`config.mk`:
```
export PLATFORM = sky130hd
export DESIGN_NAME = param_query_responder
export DESIGN_NICKNAME = d
export VERILOG_FILES = /design/src/rtl/param_query_responder.sv
export SDC_FILE = /design/constraint.sdc
export NUM_CORES = 1
export LEC_CHECK = 0
export CORE_MARGIN = 5
export CORE_UTILIZATION = 61
export CTS_CLUSTER_DIAMETER = 200
export DETAILED_ROUTE_END_ITERATION = 10
export PLACE_DENSITY = 0.86
export SETUP_SLACK_MARGIN = 0.2
export SLEW_MARGIN = 20
export SYNTH_ARGS = -nofsm -noshare
export SYNTH_HDL_FRONTEND = slang
export SYNTH_SLANG_ARGS = --single-unit
```
`constraint.sdc`:
```
create_clock -name clk -period 7.61 [get_ports clk]
set_input_delay 1.1415 -clock clk [delete_from_list [all_inputs] [get_ports clk]]
set_output_delay 1.1415 -clock clk [all_outputs]
set_load 0.05 [all_outputs]
```
`src/rtl/param_query_responder.sv`:
```
`default_nettype none
// ============================================================================
// Module   : param_query_responder
// Brief    : Answers "parameter idx, bits [left:right]" queries against a
//            fixed table of parameter values. The selected field is returned
//            right-aligned and zero-extended. Valid/ready on both sides, one
//            query in flight; the part select is done by a serial shifter.
// Revision : 1.0 - initial release
// ============================================================================
module param_query_responder #(
    parameter int NUM_PARAMS = 4,
    parameter int PARAM_W    = 32,
    parameter logic [NUM_PARAMS*PARAM_W-1:0] PARAM_VALUES =
        {32'h0000_00AA, 32'hDEAD_BEEF, 32'h0000_1234, 32'h0000_0001},
    // Derived widths; not meant to be overridden.
    parameter int IDX_W = (NUM_PARAMS > 1) ? $clog2(NUM_PARAMS) : 1,
    parameter int RNG_W = $clog2(PARAM_W)
) (
    input  logic               clk,
    input  logic               rst_n,
    input  logic               req_valid,
    output logic               req_ready,
    input  logic [IDX_W-1:0]   req_idx,
    input  logic [RNG_W-1:0]   req_left,
    input  logic [RNG_W-1:0]   req_right,
    output logic               rsp_valid,
    input  logic               rsp_ready,
    output logic [PARAM_W-1:0] rsp_data,
    output logic [RNG_W:0]     rsp_width,
    output logic               rsp_err
);

    // Table is padded to a power of two so any req_idx value indexes safely.
    localparam int TBL_N = 1 << IDX_W;

    typedef enum logic [1:0] {
        S_IDLE  = 2'd0,
        S_SHIFT = 2'd1,
        S_RESP  = 2'd2
    } state_t;

    state_t               r_state;
    state_t               w_state_next;
    logic [PARAM_W-1:0]   r_work;
    logic [RNG_W-1:0]     r_cnt;
    logic [RNG_W-1:0]     r_left;
    logic [RNG_W-1:0]     r_right;
    logic [PARAM_W-1:0]   w_table [TBL_N];
    logic                 w_accept;
    logic                 w_req_err;
    logic [RNG_W:0]       w_width;
    logic [PARAM_W:0]     w_mask_full;
    logic                 w_unused_msb;

    // Unpack the flat parameter vector; unused slots read as zero.
    for (genvar gi = 0; gi < TBL_N; gi++) begin : g_table
        if (gi < NUM_PARAMS) begin : g_used
            assign w_table[gi] = PARAM_VALUES[gi*PARAM_W +: PARAM_W];
        end else begin : g_unused
            assign w_table[gi] = '0;
        end
    end

    assign w_accept  = req_valid && req_ready;
    assign w_req_err = (int'(req_idx) >= NUM_PARAMS) || (req_left < req_right);

    // Field width and mask use one extra bit so a full-width select gives all ones.
    assign w_width      = ({1'b0, r_left} - {1'b0, r_right}) + {{RNG_W{1'b0}}, 1'b1};
    assign w_mask_full  = ({{PARAM_W{1'b0}}, 1'b1} << w_width) - {{PARAM_W{1'b0}}, 1'b1};
    assign w_unused_msb = w_mask_full[PARAM_W];

    // State register.
    always_ff @(posedge clk or negedge rst_n) begin
        if (!rst_n) begin
            r_state <= S_IDLE;
        end else begin
            r_state <= w_state_next;
        end
    end

    // Next-state decode and handshake outputs.
    always_comb begin
        w_state_next = r_state;
        req_ready    = 1'b0;
        rsp_valid    = 1'b0;
        case (r_state)
            S_IDLE: begin
                req_ready = 1'b1;
                if (w_accept) begin
                    w_state_next = w_req_err ? S_RESP : S_SHIFT;
                end
            end
            S_SHIFT: begin
                if (r_cnt == '0) begin
                    w_state_next = S_RESP;
                end
            end
            S_RESP: begin
                rsp_valid = 1'b1;
                if (rsp_ready) begin
                    w_state_next = S_IDLE;
                end
            end
            default: begin
                w_state_next = S_IDLE;
            end
        endcase
    end

    // Query capture, serial right shift and response registers.
    always_ff @(posedge clk or negedge rst_n) begin
        if (!rst_n) begin
            r_work    <= '0;
            r_cnt     <= '0;
            r_left    <= '0;
            r_right   <= '0;
            rsp_data  <= '0;
            rsp_width <= '0;
            rsp_err   <= 1'b0;
        end else begin
            case (r_state)
                S_IDLE: begin
                    if (w_accept) begin
                        r_left  <= req_left;
                        r_right <= req_right;
                        if (w_req_err) begin
                            rsp_err   <= 1'b1;
                            rsp_data  <= '0;
                            rsp_width <= '0;
                        end else begin
                            r_work <= w_table[req_idx];
                            r_cnt  <= req_right;
                        end
                    end
                end
                S_SHIFT: begin
                    if (r_cnt != '0) begin
                        r_work <= r_work >> 1;
                        r_cnt  <= r_cnt - 1'b1;
                    end else begin
                        rsp_data  <= r_work & w_mask_full[PARAM_W-1:0];
                        rsp_width <= w_width;
                        rsp_err   <= 1'b0;
                    end
                end
                default: begin
                end
            endcase
        end
    end

endmodule
`default_nettype wire

```
* Word-level counts from Yosys, hierarchy flattened
Index checks and enable logic that the tools add are counted.
** Word-level totals
- Flip-flop bits (word level) :: 88
- Latch bits :: 0
- RAM bits :: 0
- Bits in read-only memories :: 0
- Word-level logic and storage cells :: 65
- Memories kept :: 0
** Cells by class
- $add $sub $neg :: 4
- Multipliers :: 0
- Divide/modulo/power cells :: 0
- Order comparisons :: 2
- Equal/unequal tests :: 9
- Shifts and indexed selects :: 1
- Multiplexer cells :: 30
- Bitwise logic cells :: 2
- Reduce and logical (&&, ||, !) cells :: 9
** Operators by type and width (count)
- $mux 32 :: 8
- $pmux 32 s2 :: 2
- $bmux 32 s2 :: 1
- $and 32x32->32 :: 1
- $shl 1x6->32 const A :: 1
- $sub 32x1->32 const B :: 1
- $mux 6 :: 3
- $mux 5 :: 3
- $ne 2x2->1 const B :: 7
- $pmux 6 s2 :: 1
- $pmux 5 s2 :: 1
- $mux 2 :: 4
- $reduce_and 4->1 :: 2
- $add 6x1->6 const B :: 1
- $pmux 2 s3 :: 1
- $sub 5x5->6 :: 1
- $logic_not 5->1 :: 1
- $lt 5x5->1 :: 1
- $mux 1 :: 5
- $reduce_bool 5->1 :: 1
- $sub 5x1->5 const B :: 1
- $ge 3x3->1 const B :: 1
- $not 2->3 :: 1
- $reduce_and 3->1 :: 1
- 7 further kinds :: 7

* Logic depth before layout (Yosys ltp)
Gate-level depths: netlist (run 1).
- Depth in word-level cells :: 7
- Gate-level depth with buffers :: 18

* Least setup slack after synthesis (run 1)
Ideal clock, no wire load.
- Path type :: register to register
- From :: register r_right[1]
- To :: register rsp_data[18]
- Library setup time :: 0.122 ns
- Arrival :: 3.508 ns
- Path slack :: 3.980 ns
- Stages on the path, launching flop included :: 18
- Buffers on the path :: 1
- Clock period less this slack :: 3.630 ns
- Path through :: dfrtp_1 > ha_1 > inv_1 > ha_1 > inv_1 > fa_1 > nand2b_4 > a31oi_4 > xor2_2 > nand2_1 > or3_1 > ha_1 > buf_6 > inv_1 > a31oi_1 > o21ai_1 > xnor2_1 > a32o_1
** Between the ends
- Cells in the longest elaborated chain, start to end :: 7
** RTL lines
- start: declaration :: RTL line 47 : logic [RNG_W-1:0] r_right;
- start signal: assignment :: RTL line 125 : r_right <= req_right;
- $sub 5x5->6 :: RTL line 68 : assign w_width = ({1'b0, r_left} - {1'b0, r_right}) + {{RNG_W{1'b0}}, 1'b1};
- $add 6x1->6 :: RTL line 68
- $shl 1x6->32 :: RTL line 69 : assign w_mask_full = ({{PARAM_W{1'b0}}, 1'b1} << w_width) - {{PARAM_W{1'b0}}, 1'b1};
- $sub 32x1->32 :: RTL line 69
- $and 32x32->32 :: RTL line 141 : rsp_data <= r_work & w_mask_full[PARAM_W-1:0];
- $mux 32 :: RTL line 137 : if (r_cnt != '0) begin
- $pmux 32 s2 :: RTL line 121 : case (r_state)
- end signal: assignment :: RTL line 141
- end: declaration :: RTL line 28 : output logic [PARAM_W-1:0] rsp_data,
No other way between the ends. The select of a mux whose other input is x is not followed.
A chain may end at the register's enable or synchronous reset.

* Final worst setup path (run 1)
- From :: register r_left[1]
- To :: register rsp_data[18]
** Between the ends
- Cells in the longest elaborated chain, start to end :: 7
** RTL lines
- start: declaration :: RTL line 46 : logic [RNG_W-1:0] r_left;
- start signal: assignment :: RTL line 124 : r_left <= req_left;
- $sub 5x5->6 :: RTL line 68
- $add 6x1->6 :: RTL line 68
- $shl 1x6->32 :: RTL line 69
- $sub 32x1->32 :: RTL line 69
- $and 32x32->32 :: RTL line 141
- $mux 32 :: RTL line 137
- $pmux 32 s2 :: RTL line 121
No other way between the ends. The select of a mux whose other input is x is not followed.

==> results of run 1 <==
[metrics by stage]
step	instance area, µm²	util, %	worst slack [ps]	std cells
after global placement	5669	69.35	3337	707
after detailed placement	5669	69.35	3205	707
after floorplan	5105	-	3980	575
final	5864	71.73	3074	723
after CTS	5857	71.64	3183	723
after global routing	5864	71.73	2803	723
[worst max-delay path, cell delays in order (launching register included)]
cell,delay [ps]
dfrtp_1,340
inv_1,50
ha_1,340
inv_1,80
ha_1,180
inv_1,70
fa_1,500
xor2_2,770
nand2_1,360
or3_1,450
ha_1,440
inv_1,210
a31oi_1,70
o21ai_1,190
xnor2_1,110
a32o_1,260
[Yosys cell counts (7+ instances only)]
| library cell | number | share of area [%] |
|---|---|---|
| inv_1 | 27 | 2.0 |
| nand2b_1 | 9 | 1.1 |
| nor2_1 | 31 | 2.3 |
| clkbuf_1 | 22 | 1.6 |
| nand3_1 | 28 | 2.7 |
| xnor2_1 | 9 | 1.5 |
| a21oi_1 | 32 | 3.1 |
| a22oi_1 | 9 | 1.3 |
| a32o_1 | 15 | 2.9 |
| ha_1 | 21 | 5.1 |
| o21ai_0 | 56 | 5.5 |
| nand2_1 | 108 | 7.9 |
| nand4_1 | 7 | 0.86 |
| dfrtp_1 | 88 | 43 |
[state kept, by name, summed over array words and instances, names as in the netlist]
| name | count |
|---|---|
| rsp_err | 1 |
| rsp_data | 32 |
| r_state | 2 |
| r_left | 5 |
| r_right | 5 |
| rsp_width | 6 |
| r_work | 32 |
| r_cnt | 5 |
[logic make-up (layout without fill, tap and decap cells)]
kind of cell               after synthesis  count (layout)  synth area share, %
AOI/OAI and AO/OA                      168             168                22.43
DFF                                     88              88                43.14
muxes                                    8               8                1.716
xor gates and xnor gates                12              12                2.353
adders and majority gates               22              22                5.539
buffers and inverters                   64             107                5.809
and+or+nand+nor                        213             213                19.02
[routing by layer]
layer  vias to the layer above  wire length [µm]  track usage (%)
li1                       2125                 -                -
met1                      2219              5910            40.63
met2                       231              6587            45.57
met3                        30              1285            5.785
met4                         0               260            7.362
met5                         -                 0                0
[area by class of cell]
type	instances	area (µm²)
inverter	27	101.3
fill	627	2311
tap	105	131.4
timing repair buffer	64	618.1
clock inverter	7	63.81
multi-input combinational	423	2624
sequential	88	2202
clock buffer	9	123.9
[worst paths after layout]
| kind | slack [ps] | cells past startpoint | endpoint |
|---|---|---|---|
| min reg2reg | 490 | 2 | rsp_data[6] |
| max in group asynchronous | 5870 | 2 | r_work[18] |
| min in group asynchronous | 670 | 1 | rsp_width[4] |
| max reg2reg | 3070 | 15 | rsp_data[18] |
| max | 3070 | 15 | rsp_data[18] |
| min | 490 | 2 | rsp_data[6] |
==> reports/metrics.cfg, run 1 <==
[timing]
hold_viol = 0
finClkSkew_ps = 13.19
tightest_slew_ps = 887.2
fin_crit_sh_pct = 59.60
min_period_ps = 4536
setup_viol = 0
rsz0062_at_grt = no
max_slew_margin_pct = 40.80
slew_violations = 0
max_freq_ghz = 0.2205
hold_ws_ps = 486.6
fin_tns_setup_ps = 0

[critical_path]
cp-end-kind = register
crit_start = r_left[1]
path_max_fanout = 19
cp.required_ps = 7860
critical_path_class = register to register
critPathLaunchType = register
crit_arrival_ps = 4790
rr_startpoint = r_left[1]

[floorplanning]
die_h_um = 101.5
dieWidth_um = 101.5
std_cell_rows = 33
initial_core_util_pct = 62.44
die-area_um2 = 10300
core_um2 = 8175
num_io_pins = 57

[clock_network]
clock_sinks = 88
cts_buffers = 9
worstSkewPairLatency_ps = 360
post_cts_buffers = 0
cts_resized = 0
root_buffer = clkbuf_8
tritoncts = done
htreeDepth = 3
clock_path_buffers = 2
clk_pin_slew_ps = 100
cts_hold_buf = 0

[run_status]
status = finished clean

[detailed_routing]
final_antenna_net_count = 0
vias_per_cell = 6.369
wl_mm = 14.04
first_pass_iters = 8
post_drt_wl_per_cell_um = 19.42
drc = 0
drtIter0Drc = 451
vias = 4605

[cells_and_area]
diodes = 0
synthToLayoutAreaGrowth_pct = 14.88
drive_above_1_share_pct = 7.605
mostFrequentLayoutCells = nand2_1, dfrtp_1, o21ai_0
layout_commonest_cell = nand2_1
fin_nets = 651

[synth]
synth_cells = 575
ys_ff_latch = 88
yosysWarningCount = 0
synth.avg_cell_area_um2 = 8.878
synth_cell_type_count = 62
synth_area_um2 = 5105
syn_nets = 613
synth_edf_count = 0
synth-async-reset-ratio_pct = 100.0
ys_seq_area_share_pct = 43.14
ys.flop_type = dfrtp_1

[global_route]
grt_pass1_vias = 4376
grt_pass1_wl_mm = 22.96
grt_max_degree = 63
overflow = 0
grt_util_all_layers_pct = 28.71
antenna_found_initial = 0

[place]
dp_hpwl_mm = 10.34
portBuffers = 56
gp_congestion = 0.9614

[min_path]
hp-class = register to register
worstHoldStart = rsp_data[6]

[flow_run]
drv_cap = 0

Power of run 1 is left out: the tool's default activity adds up to more than one toggle a clock period on the data nets, which glitch-free logic cannot reach.
==> run 2, diff against run 1 <==
Settings changed: CORE_UTILIZATION 61 to 51, PLACE_DENSITY 0.86 to 0.76.
Clock period 7.61 ns to 3.65 ns, I/O delays scaled along.
==> run 2 against run 1 <==
Net effect:
- sequential share of layout area down 1.5 points
- flip-flop and latch count unchanged
- via count is 0.74% higher
- maximum frequency rose by 37%
- die area increased by 18%
- final area increased by 4.1%
- hold slack got worse by 180 ps
- core utilization shrank 9.3 points
- clock skew down 6.5 ps
- routed wire length increased by 6.6%
- worst setup slack got worse by 2700 ps
- critical path depth is the same
- critical path type unchanged
==> reports/metrics.cfg, run 2 (same netlist as run 1, synthesis figures left out) <==
[cells_and_area]
diodes = 0
synthToLayoutAreaGrowth_pct = 19.63
multi_input_area_um2 = 2669
layout_commonest_cell = nand2_1
top_regs = r_work (32), rsp_data (32), rsp_width (6)
nFillCells = 863
fin_nets = 674
final-seq-area_um2 = 2202
mostFrequentLayoutCells = nand2_1, dfrtp_1, clkdlybuf4s50_1
drive_above_1_share_pct = 12.48

[global_route]
grt_util_all_layers_pct = 26.12
grt_pass1_vias = 4498
antenna_found_initial = 0
grt_max_degree = 78
overflow = 0
grt_pass1_wl_mm = 24.03

[clock_network]
cts_buffers = 9
worstSkewPairLatency_ps = 370
clk_pin_slew_ps = 90
clock_path_buffers = 2
clock_sinks = 88
root_buffer = clkbuf_8
htreeDepth = 3
tritoncts = done

[critical_path]
crit_arrival_ps = 3550
cp-end-kind = register
path_max_fanout = 5
rr_startpoint = r_left[1]
slowest_stage = dfrtp_1
critPathLaunchType = register
reg2regPathDepth = 15
critical_path_class = register to register
r2r_end = rsp_data[28]
cp.required_ps = 3890
rrSetupSlack_ps = 340
slowest_delay_ps = 380
worstPathCellList = inv_2, ha_4, inv_1, ha_2, inv_1, fa_2, buf_4, xor2_2, and2_0, buf_4, o21ai_0, a21oi_1, o221ai_1, o2111ai_1, o311ai_0

[detailed_routing]
drtIter0Drc = 362
vias_per_cell = 5.994
post_drt_wl_per_cell_um = 19.34
final_antenna_net_count = 0
drc = 0
vias = 4639
first_pass_iters = 6
wl_mm = 14.97

[timing]
fin_tns_setup_ps = 0
max_slew_margin_pct = 35.72
max_freq_ghz = 0.3020
setup_viol = 0
hold_viol = 0
rsz0062_at_grt = no
slew_violations = 0
finClkSkew_ps = 6.655
fin_crit_sh_pct = 90.71
tightest_slew_ps = 964.2
min_period_ps = 3311

[min_path]
hp-class = input pin to asynchronous set/reset pin

[floorplanning]
num_io_pins = 57
core_um2 = 9774
std_cell_rows = 36
initial_core_util_pct = 52.23
die_h_um = 110.0
dieWidth_um = 110.0
die-area_um2 = 12110

[run_status]
status = finished clean

[flow_run]
drv_cap = 0

[place]
portBuffers = 56
dp_hpwl_mm = 10.89
gp_congestion = 0.9928

-- run 2: cell count changes in the layout (fill, tap and decap cells not counted), sizes merged --
cell	before	now
buf	9	32
clkinv	1	4
clkinvlp	2	0
inv	31	30
-- run 2: how the worst max path moves through the flow --
stage | to | from | cells after the start
after floorplan | rsp_data[18] | r_left[1] | 18
after global placement | rsp_data[20] | r_left[1] | 16
after detailed placement | rsp_data[18] | r_left[1] | 17
after CTS | rsp_data[18] | r_left[1] | 17
after global routing | rsp_data[28] | r_left[1] | 15
final | rsp_data[28] | r_left[1] | 15
-- run 2: through the flow --
step | setup WS [ps] | cells | area (µm²) | util, % | hold slack [ps]
finish | 339.2 | 774 | 6107 | 62.48 | 305.8
global route | 191.7 | 774 | 6107 | 62.48 | 408.8
CTS | 202.2 | 771 | 6055 | 61.94 | 353.9
detailed placement | 186.7 | 754 | 5869 | 60.05 | 470.2
global placement | 240.5 | 754 | 5869 | 60.05 | 463.7
floorplan | 211.4 | 575 | 5127 | - | 251.9
-- run 2: timing repair --
item	in CTS	in global routing
resized for setup	0	9
pin swaps	0	3
hold buffers	0	0
setup endpoints to repair	4	13
cloned	0	0
setup buffers	1	3
-- run 2: worst max-delay path: cells and delay by family, from the launching register on --
family                     cells  cell delay (ps)
buffers and inverters          5              570
adders and majority gates      3              760
AOI/OAI and AO/OA              5              910
and+or+nand+nor                1              320
xor gates and xnor gates       1              230
DFF                            1              380
-- run 2: metal layers --
layer	share of wire (%)	track usage, %
met3	7.4	4.019
met4	3.2	11.31
met2	45	39.34
met5	0	0
met1	44	37.36
-- run 2: layout make-up --
| cell class | count | share of cell area, % |
|---|---|---|
| well taps | 133 | 2.725 |
| inverters | 27 | 1.659 |
| repair buffers | 87 | 12.95 |
| flip-flops and latches | 88 | 36.06 |
| clock buffers | 9 | 2.028 |
| multi-input cells | 423 | 43.70 |
| clock inverters | 7 | 0.8810 |
Power of run 2 is left out for the same reason.
